$ cat config.mk
export PLATFORM = sky130hd
export DESIGN_NAME = arithmetic_rs_flat
export DESIGN_NICKNAME = d
export VERILOG_FILES = /design/src/rtl/arithmetic_rs_if.sv /design/src/rtl/arithmetic_rs.sv /design/src/flat_wrapper.sv
export SDC_FILE = /design/constraint.sdc
export NUM_CORES = 1
export LEC_CHECK = 0
export ABC_AREA = 1
export CORE_MARGIN = 1
export CORE_UTILIZATION = 40
export DETAILED_ROUTE_END_ITERATION = 10
export GPL_ROUTABILITY_DRIVEN = 1
export PLACE_DENSITY_LB_ADDON = 0.2
export SLEW_MARGIN = 10
export SYNTH_ARGS = -nofsm -noshare
export SYNTH_HDL_FRONTEND = slang
export SYNTH_SLANG_ARGS = --single-unit
$ cat constraint.sdc
create_clock -name clk -period 2.2 [get_ports clk]
set_input_delay 0.44 -clock clk [delete_from_list [all_inputs] [get_ports clk]]
set_output_delay 0.44 -clock clk [all_outputs]
set_load 0.005 [all_outputs]
$ cat src/rtl/arithmetic_rs_if.sv
// Dispatch, result-broadcast and issue signals of the arithmetic reservation station.
// The master side dispatches instructions and broadcasts results; the slave side is the station.
interface arithmetic_rs_if #(
   parameter int XLEN     = 32,
   parameter int ROB_SIZE = 256
);
   localparam int TW = $clog2(ROB_SIZE);

   // dispatch
   logic            disp_valid;
   logic            disp_ready;
   logic            disp_additional_info;
   logic [2:0]      disp_arith_type;
   logic [TW-1:0]   disp_rob_entry;
   logic            disp_rs1_rdy;
   logic            disp_rs2_rdy;
   logic [XLEN-1:0] disp_rs1_val;
   logic [XLEN-1:0] disp_rs2_val;
   logic [TW-1:0]   disp_rs1_tag;
   logic [TW-1:0]   disp_rs2_tag;

   // common data bus
   logic            cdb_valid;
   logic [TW-1:0]   cdb_rob_entry;
   logic [XLEN-1:0] cdb_result;

   // functional-unit issue
   logic            issue_valid;
   logic            issue_additional_info;
   logic [2:0]      issue_arith_type;
   logic [TW-1:0]   issue_rob_entry;
   logic [XLEN-1:0] issue_rs1;
   logic [XLEN-1:0] issue_rs2;

   modport master (
      output disp_valid, disp_additional_info, disp_arith_type, disp_rob_entry,
             disp_rs1_rdy, disp_rs2_rdy, disp_rs1_val, disp_rs2_val,
             disp_rs1_tag, disp_rs2_tag,
             cdb_valid, cdb_rob_entry, cdb_result,
      input  disp_ready,
             issue_valid, issue_additional_info, issue_arith_type,
             issue_rob_entry, issue_rs1, issue_rs2
   );

   modport slave (
      input  disp_valid, disp_additional_info, disp_arith_type, disp_rob_entry,
             disp_rs1_rdy, disp_rs2_rdy, disp_rs1_val, disp_rs2_val,
             disp_rs1_tag, disp_rs2_tag,
             cdb_valid, cdb_rob_entry, cdb_result,
      output disp_ready,
             issue_valid, issue_additional_info, issue_arith_type,
             issue_rob_entry, issue_rs1, issue_rs2
   );
endinterface

$ cat src/rtl/arithmetic_rs.sv
// Arithmetic reservation station: holds dispatched instructions until both
// operands are available (directly, by CDB wakeup or by dispatch-time bypass),
// then issues the lowest-index ready entry to the functional unit, one per cycle.
module arithmetic_rs #(
   parameter int XLEN     = 32,
   parameter int ROB_SIZE = 256,
   parameter int RS_DEPTH = 4
) (
   input  logic           clk,
   input  logic           rst,
   input  logic           flush,
   arithmetic_rs_if.slave bus
);
   localparam int TW = $clog2(ROB_SIZE);
   localparam int IW = $clog2(RS_DEPTH);

   typedef struct packed {
      logic            valid;
      logic            info;
      logic [2:0]      arith_type;
      logic [TW-1:0]   rob;
      logic            rs1_rdy;
      logic [TW-1:0]   rs1_tag;
      logic [XLEN-1:0] rs1_val;
      logic            rs2_rdy;
      logic [TW-1:0]   rs2_tag;
      logic [XLEN-1:0] rs2_val;
   } entry_t;

   // Fields that travel to the functional unit on issue.
   typedef struct packed {
      logic            info;
      logic [2:0]      arith_type;
      logic [TW-1:0]   rob;
      logic [XLEN-1:0] rs1;
      logic [XLEN-1:0] rs2;
   } pay_t;

   logic [RS_DEPTH-1:0] free_vec;
   logic [RS_DEPTH-1:0] elig_vec;
   logic [RS_DEPTH-1:0] disp_sel;
   pay_t                pay [RS_DEPTH];
   logic [IW-1:0]       iss_idx;
   logic                found_free;
   logic                found_elig;
   logic                any_free;
   logic                any_elig;
   logic                disp_ready_int;
   logic                disp_fire;
   logic                rs1_byp;
   logic                rs2_byp;
   entry_t              disp_entry;

   logic                issue_valid_reg;
   pay_t                iss_pay_reg;

   // Freedom and eligibility are judged on the registered state, so entries
   // freed or woken this cycle only count from the next cycle on.
   assign any_free       = |free_vec;
   assign any_elig       = |elig_vec;
   assign disp_ready_int = any_free & ~flush;
   assign disp_fire      = bus.disp_valid & disp_ready_int;
   assign bus.disp_ready = disp_ready_int;

   // A source still waiting at dispatch can catch a result broadcast in the same cycle.
   assign rs1_byp = ~bus.disp_rs1_rdy & bus.cdb_valid & (bus.disp_rs1_tag == bus.cdb_rob_entry);
   assign rs2_byp = ~bus.disp_rs2_rdy & bus.cdb_valid & (bus.disp_rs2_tag == bus.cdb_rob_entry);

   // Build the entry image written on dispatch, folding in the bypass.
   always_comb begin
      disp_entry            = '0;
      disp_entry.valid      = 1'b1;
      disp_entry.info       = bus.disp_additional_info;
      disp_entry.arith_type = bus.disp_arith_type;
      disp_entry.rob        = bus.disp_rob_entry;
      disp_entry.rs1_rdy    = bus.disp_rs1_rdy | rs1_byp;
      disp_entry.rs1_tag    = bus.disp_rs1_tag;
      disp_entry.rs1_val    = rs1_byp ? bus.cdb_result : bus.disp_rs1_val;
      disp_entry.rs2_rdy    = bus.disp_rs2_rdy | rs2_byp;
      disp_entry.rs2_tag    = bus.disp_rs2_tag;
      disp_entry.rs2_val    = rs2_byp ? bus.cdb_result : bus.disp_rs2_val;
   end

   // Priority encoders: lowest free slot takes the dispatch, lowest eligible slot issues.
   always_comb begin
      disp_sel   = '0;
      iss_idx    = '0;
      found_free = 1'b0;
      found_elig = 1'b0;
      for (int i = 0; i < RS_DEPTH; i++) begin
         if (free_vec[i] && !found_free) begin
            disp_sel[i] = 1'b1;
            found_free  = 1'b1;
         end
         if (elig_vec[i] && !found_elig) begin
            iss_idx    = IW'(i);
            found_elig = 1'b1;
         end
      end
   end

   genvar gi;
   generate
      for (gi = 0; gi < RS_DEPTH; gi++) begin : g_entry
         entry_t ent_reg;
         logic   iss_hit;
         logic   wake1;
         logic   wake2;

         assign iss_hit = any_elig && (iss_idx == IW'(gi));
         assign wake1   = bus.cdb_valid && ent_reg.valid && !ent_reg.rs1_rdy &&
                          (ent_reg.rs1_tag == bus.cdb_rob_entry);
         assign wake2   = bus.cdb_valid && ent_reg.valid && !ent_reg.rs2_rdy &&
                          (ent_reg.rs2_tag == bus.cdb_rob_entry);

         assign free_vec[gi] = ~ent_reg.valid;
         assign elig_vec[gi] = ent_reg.valid & ent_reg.rs1_rdy & ent_reg.rs2_rdy;
         assign pay[gi]      = '{info:       ent_reg.info,
                                 arith_type: ent_reg.arith_type,
                                 rob:        ent_reg.rob,
                                 rs1:        ent_reg.rs1_val,
                                 rs2:        ent_reg.rs2_val};

         // Entry state: flush beats everything; a free slot may be filled, an occupied one issued or woken.
         always_ff @(posedge clk or negedge rst) begin
            if (!rst) begin
               ent_reg <= '0;
            end else if (flush) begin
               ent_reg.valid <= 1'b0;
            end else if (disp_fire && disp_sel[gi]) begin
               ent_reg <= disp_entry;
            end else begin
               if (iss_hit) begin
                  ent_reg.valid <= 1'b0;
               end
               if (wake1) begin
                  ent_reg.rs1_rdy <= 1'b1;
                  ent_reg.rs1_val <= bus.cdb_result;
               end
               if (wake2) begin
                  ent_reg.rs2_rdy <= 1'b1;
                  ent_reg.rs2_val <= bus.cdb_result;
               end
            end
         end
      end
   endgenerate

   // Issue register: pulses valid for one cycle per issued entry; data holds otherwise.
   always_ff @(posedge clk or negedge rst) begin
      if (!rst) begin
         issue_valid_reg <= 1'b0;
         iss_pay_reg     <= '0;
      end else if (flush) begin
         issue_valid_reg <= 1'b0;
      end else begin
         issue_valid_reg <= any_elig;
         if (any_elig) begin
            iss_pay_reg <= pay[iss_idx];
         end
      end
   end

   assign bus.issue_valid           = issue_valid_reg;
   assign bus.issue_additional_info = iss_pay_reg.info;
   assign bus.issue_arith_type      = iss_pay_reg.arith_type;
   assign bus.issue_rob_entry       = iss_pay_reg.rob;
   assign bus.issue_rs1             = iss_pay_reg.rs1;
   assign bus.issue_rs2             = iss_pay_reg.rs2;
endmodule

$ cat src/flat_wrapper.sv
// flat-port wrapper written by rule: the top's interface ports become plain ports
module arithmetic_rs_flat 
#(
   parameter int XLEN     = 32,
   parameter int ROB_SIZE = 256,
   parameter int RS_DEPTH = 4
)
  (clk, rst, flush, bus_disp_valid, bus_disp_additional_info, bus_disp_arith_type, bus_disp_rob_entry, bus_disp_rs1_rdy, bus_disp_rs2_rdy, bus_disp_rs1_val, bus_disp_rs2_val, bus_disp_rs1_tag, bus_disp_rs2_tag, bus_cdb_valid, bus_cdb_rob_entry, bus_cdb_result, bus_disp_ready, bus_issue_valid, bus_issue_additional_info, bus_issue_arith_type, bus_issue_rob_entry, bus_issue_rs1, bus_issue_rs2);
  arithmetic_rs_if #(.XLEN(XLEN), .ROB_SIZE(ROB_SIZE)) bus_i ();
  input  logic clk;
  input  logic rst;
  input  logic flush;
  input wire logic [$bits(bus_i.disp_valid)-1:0] bus_disp_valid;
  input wire logic [$bits(bus_i.disp_additional_info)-1:0] bus_disp_additional_info;
  input wire logic [$bits(bus_i.disp_arith_type)-1:0] bus_disp_arith_type;
  input wire logic [$bits(bus_i.disp_rob_entry)-1:0] bus_disp_rob_entry;
  input wire logic [$bits(bus_i.disp_rs1_rdy)-1:0] bus_disp_rs1_rdy;
  input wire logic [$bits(bus_i.disp_rs2_rdy)-1:0] bus_disp_rs2_rdy;
  input wire logic [$bits(bus_i.disp_rs1_val)-1:0] bus_disp_rs1_val;
  input wire logic [$bits(bus_i.disp_rs2_val)-1:0] bus_disp_rs2_val;
  input wire logic [$bits(bus_i.disp_rs1_tag)-1:0] bus_disp_rs1_tag;
  input wire logic [$bits(bus_i.disp_rs2_tag)-1:0] bus_disp_rs2_tag;
  input wire logic [$bits(bus_i.cdb_valid)-1:0] bus_cdb_valid;
  input wire logic [$bits(bus_i.cdb_rob_entry)-1:0] bus_cdb_rob_entry;
  input wire logic [$bits(bus_i.cdb_result)-1:0] bus_cdb_result;
  output wire logic [$bits(bus_i.disp_ready)-1:0] bus_disp_ready;
  output wire logic [$bits(bus_i.issue_valid)-1:0] bus_issue_valid;
  output wire logic [$bits(bus_i.issue_additional_info)-1:0] bus_issue_additional_info;
  output wire logic [$bits(bus_i.issue_arith_type)-1:0] bus_issue_arith_type;
  output wire logic [$bits(bus_i.issue_rob_entry)-1:0] bus_issue_rob_entry;
  output wire logic [$bits(bus_i.issue_rs1)-1:0] bus_issue_rs1;
  output wire logic [$bits(bus_i.issue_rs2)-1:0] bus_issue_rs2;
  assign bus_i.disp_valid = bus_disp_valid;
  assign bus_i.disp_additional_info = bus_disp_additional_info;
  assign bus_i.disp_arith_type = bus_disp_arith_type;
  assign bus_i.disp_rob_entry = bus_disp_rob_entry;
  assign bus_i.disp_rs1_rdy = bus_disp_rs1_rdy;
  assign bus_i.disp_rs2_rdy = bus_disp_rs2_rdy;
  assign bus_i.disp_rs1_val = bus_disp_rs1_val;
  assign bus_i.disp_rs2_val = bus_disp_rs2_val;
  assign bus_i.disp_rs1_tag = bus_disp_rs1_tag;
  assign bus_i.disp_rs2_tag = bus_disp_rs2_tag;
  assign bus_i.cdb_valid = bus_cdb_valid;
  assign bus_i.cdb_rob_entry = bus_cdb_rob_entry;
  assign bus_i.cdb_result = bus_cdb_result;
  assign bus_disp_ready = bus_i.disp_ready;
  assign bus_issue_valid = bus_i.issue_valid;
  assign bus_issue_additional_info = bus_i.issue_additional_info;
  assign bus_issue_arith_type = bus_i.issue_arith_type;
  assign bus_issue_rob_entry = bus_i.issue_rob_entry;
  assign bus_issue_rs1 = bus_i.issue_rs1;
  assign bus_issue_rs2 = bus_i.issue_rs2;
  arithmetic_rs #(.XLEN(XLEN), .ROB_SIZE(ROB_SIZE), .RS_DEPTH(RS_DEPTH)) u_core (.clk(clk), .rst(rst), .flush(flush), .bus(bus_i));
endmodule
Word-level counts from Yosys, hierarchy flattened
Index checks and enable logic that the tools add are counted.
{ "classes": {"n_eq_ne": 13, "muxes": 58, "n_reduce_logical": 75, "order_cmp": 1, "bitwise": 24} }
{ "ops": {"columns": ["cell", "count"], "rows": [
  ["32-bit two-way mux", 14],
  ["76-bit binary-select mux with 2-bit select", 1],
  ["76-bit two-way mux", 2],
  ["33-bit two-way mux", 4],
  ["8-bit equality test", 10],
  ["1-bit two-way mux", 35],
  ["1-bit logical AND", 34],
  ["2-bit AND reduction", 13],
  ["2-bit nonzero test", 8],
  ["1-bit AND", 14],
  ["1-bit zero test", 13],
  ["3-bit nonzero test", 4],
  ["4-bit OR reduction", 2],
  ["1-bit inverter", 7],
  ["2-bit equality test, second input constant", 2],
  ["2-bit two-way mux", 2],
  ["3-bit greater-or-equal comparator, second input constant", 1],
  ["2-bit inverter with 3-bit output", 1],
  ["2-bit by 1-bit equality test with 1-bit output, second input constant", 1],
  ["2-bit zero test", 1],
  ["1-bit OR", 2]
]} }
{ "word_totals": {"word_cells": 217, "register_bits": 457} }

Logic depth before layout (Yosys ltp)
Gate-level depths: netlist of run 1.
{ "depth": {"ltp_word": 17, "mapped_depth": 13, "mapped_depth_nobuf": 11} }

Least setup slack after synthesis of run 1
Ideal clock, no wire load.
{ "synth_path": {"kind": "input to register", "from": "input bus_cdb_rob_entry[5]", "to": "register u_core.g_entry[0].ent_reg[62] in the netlist's numbering", "n_path_buf": 3, "setup_slack_ns": 0.466, "cell_stages": 12, "setup_ns": 0.121, "arrival_time_ns": 1.612, "cell_sequence": "buf_4 > inv_2 > buf_6 > nand2_1 > nand2_1 > nor2_2 > nand2_1 > nor2_4 > buf_6 > nand3_2 > nand3_1 > a21oi_2"} }
{ "synth_via": {"elab_chain_len": 4} }
{ "synth_lines": {"columns": ["element", "line", "source"], "rows": [
  ["start, declared", "flat_wrapper.sv:24", "input wire logic [$bits(bus_i.cdb_rob_entry)-1:0] bus_cdb_rob_entry;"],
  ["8-bit equality test, on equally long branches", "arithmetic_rs.sv:66, arithmetic_rs.sv:112", null],
  ["1-bit AND / 1-bit logical AND (equally long branches)", "arithmetic_rs.sv:66, arithmetic_rs.sv:111", null],
  ["32-bit two-way mux / 2-bit nonzero test (equally long branches)", null, null],
  ["33-bit two-way mux / 2-bit AND reduction (equally long branches)", null, null],
  ["end signal, assigned", "arithmetic_rs.sv:131", "ent_reg <= disp_entry;"],
  ["end, declared", "arithmetic_rs.sv:105", "entry_t ent_reg;"]
]} }
Several ways; a longest one is shown, not always the timed one.
A chain may end at the register's enable or synchronous reset.

Worst setup path after layout of run 1
{ "layout_path": {"from": "register u_core.iss_pay_reg, in the netlist u_core.bus.issue_rs1[31]", "to": "output bus_issue_rs1[31]"} }
{ "layout_rtl": {"columns": ["element", "line", "source"], "rows": [
  ["start, declared", "arithmetic_rs.sv:55", "pay_t iss_pay_reg;"],
  ["start signal, assigned", "arithmetic_rs.sv:159", "iss_pay_reg <= pay[iss_idx];"],
  ["end, declared", "flat_wrapper.sv:31", "output wire logic [$bits(bus_i.issue_rs1)-1:0] bus_issue_rs1;"]
]} }
No word-level cell between the ends.

==> summary.txt, run 1 <==
Worst Path Required - 1.76 ns
WL/cell - 20.8 µm
Vias per cell - 5.44
Largest net degree at the start of global routing - 78
Max Freq - 484 MHz
#FFs+latches synth - 457
CP Data Arrival Time - 1.62 ns
PD cells - 892 nW/µm²
Clock-pin slew on the worst setup and hold paths - 0.06 ns
Critical-path maximum fanout - 2
Die Y - 256 µm
I/O Pins - 217
Via count - 24300
Post-DRT Antenna Nets - 0
Slowest stage cell, crit path - clkdlybuf4s50_1
CP startpoint - u_core.bus.issue_rs1[31]
Synth cell types - 33
Root Buffer - clkbuf_16
Grt total ovfl - 0
Later-pin clock latency in the skew report - 0.62 ns
Worst-Margin Slew - 0.510 ns
Crit-path cells - clkdlybuf4s50_1
# nets final - 3720
Final Core Density - 50.7%
Reg2reg start - u_core.g_entry[0].ent_reg[94]
Synth top area share - 44.3%
Most frequent cells in the layout - nand3_1 (516), nand2_1 (504), dfrtp_1 (457), nor2_1 (362), a21oi_1 (329)
Synth top area cells - dfrtp_1 (44%), nand3_1 (10%), nand2_1 (7.4%)
Row cnt - 92
Slew margin rel. - 66.0%
Post-DP HPWL - 60.5 mm
FF-to-FF path depth - 12
Overall global routing resource usage - 28.3%
DR DRC count - 0
RSZ-0062 raised after global routing - no
Share of layout cells above drive strength 1 - 11.8%
Period Utilization, post-route - 93.9%
Initial DRC count - 2328
IO buf count - 216
Leak - 14.4 nW
First-pass GRT wire length - 144 mm
Initial Util - 40.7%
Status - finished, final reports clean
Area of the multi-input gates - 12000 µm²
Vias in the first global route - 24000
Post-synthesis sequential area ratio - 44.3%
FF/Latch Area - 11400 µm²
Worst R2R End - u_core.g_entry[0].ent_reg[60]
Crit-path leading delay family - buffers and inverters
Max Transition Viols Final - 0
Crit Path Class - reg -> out
Die ar. - 65500 µm²
Skew final - 0.0222 ns
Max clock buf depth - 3
Max incr delay on CP - 0.55 ns
Filler Cells Inserted - 6186
Synthesized area - 25800 µm²
Ys Warns - 0
DR pass1 iterations - 5
H-tree Lvls - 2
Die width - 256 µm
Max cap viols - 0
Commonest non-fill, non-tap cell in the layout - nand3_1
Reg2Reg Setup Slack - 0.15 ns
Synthesized area per cell - 7.72 µm²
Buffers & Inverters on Critical Path - 1
Final hold violation count - 0
Minimum clock period - 2.06 ns
Setup crit end kind - output pin
Worst vdd ir - 0.553 mV
Routability cong. - 0.862
Final Setup Violations - 0
Syn Nets - 3483
Leading area contributor after synthesis - dfrtp_1
CP startpoint kind - register
Initial antenna violation count - 1
Hold crit path type - in -> async
Core Region - 63400 µm²
TritonCTS Buffers - 54
Cell count after synthesis - 3344
Total length of routed wires - 92.9 mm
Worst hold slack - 0.334 ns
Synthesis-to-finish area growth - 24.7%
# clock sinks - 457
CTS tree - yes
Max reg flops - 380
how the worst max path moves through the flow:
stage | cells past startpoint | slack (ns) | to
after floorplan | 12 | 0.47 | u_core.g_entry[0].ent_reg[62]
after global placement | 12 | -0.35 | u_core.g_entry[1].ent_reg[47]
after detailed placement | 8 | -0.39 | u_core.g_entry[0].ent_reg[41]
after CTS | 5 | 0.005 | bus_disp_ready
after global routing | 12 | 0.03 | u_core.g_entry[0].ent_reg[16]
final | 1 | 0.14 | bus_issue_rs1[31]
area by class of cell:
class	instances	share of cell area, %
Clock inverter	6	0.268
Clock buffer	89	5.18
Inverter	324	3.82
Tap cell	846	3.29
Sequential cell	457	35.6
Antenna cell	1	0.00778
Timing Repair Buffer	441	14.7
Multi-Input combinational cell	2303	37.2
synth_stat cells:
master and number:
o21ai_2 1, inv_1 310, nand4_1 1, or2_2 14, nor2_4 2, nor2_2 5
nand3_2 33, o21ai_0 192, inv_4 1, buf_1 14, clkbuf_1 121, xor2_1 12
o21bai_1 194, inv_2 13, xnor2_1 10, o21bai_4 30, a21oi_1 329, nor3_1 2
buf_4 18, nand3b_1 61, nand3_1 524, nand2_1 506, nand2_4 2, o31ai_1 2
buf_6 17, a31oi_1 1, a21oi_2 11, buf_2 90, a21oi_4 1, nor2_1 362
nand2_2 3, dfrtp_1 457, o22ai_1 5
what timing repair did:
action / in CTS / in global routing
cloned: 0 / 0
resized for setup: 2 / 2
setup endpoints to repair: 1 / 6
hold buffers: 1 / 0
setup buffers: 1 / 0
pin swaps: 1 / 1
hold endpoints to repair: 27 / 0
stage by stage:
step | setup TNS (ns) | total power (W) | cell area, µm² | std cells | worst slack, ns
3_3_place_gp | -82.41 | 0.0196 | 30400 | 4370 | -0.352
4_1_cts | 0 | 0.0289 | 32200 | 4466 | 0.00465
5_1_grt | 0 | 0.0303 | 32200 | 4467 | 0.0268
6_report | 0 | 0.0287 | 32200 | 4467 | 0.135
2_1_floorplan | 0 | 0.0161 | 25800 | 3344 | 0.466
3_5_place_dp | -91.67 | 0.0197 | 30400 | 4370 | -0.392
per-layer routing:
metal  wire, µm  up-vias  global-route usage, %  share of wire (%)
met5          0        -                      0                  0
met3       6590      180                   4.06                7.1
li1           -    11500                      -                  -
met2      43900      958                   46.8                 47
met1      39300    11700                   37.7                 42
met4       3120        0                   10.3                3.4
report_power, final:
group | switching [W] | internal, W | total, W
combinational | 0.00352 | 0.00381 | 0.00733
clock | 0.00372 | 0.00535 | 0.00907
sequential | 0.00147 | 0.0108 | 0.0123
logic make-up after synthesis:
family	after synthesis	share of synthesized area, %
compound gates	766	18.6
xor+xnor	22	0.747
buf+inv	584	9.70
simple gates	1515	26.6
flops	457	44.3
No activity file was read; power rests on OpenSTA's default activity.
==> inputs of run 2 (changes only) <==
--- a/config.mk
+++ b/config.mk
@@ -6,7 +6,6 @@
 export NUM_CORES = 1
 export LEC_CHECK = 0
 export ABC_AREA = 1
-export CORE_MARGIN = 1
 export CORE_UTILIZATION = 40
 export DETAILED_ROUTE_END_ITERATION = 10
 export GPL_ROUTABILITY_DRIVEN = 1
==> results of run 2 <==
No change in the layout: final DEF, timing and power equal those of run 1.
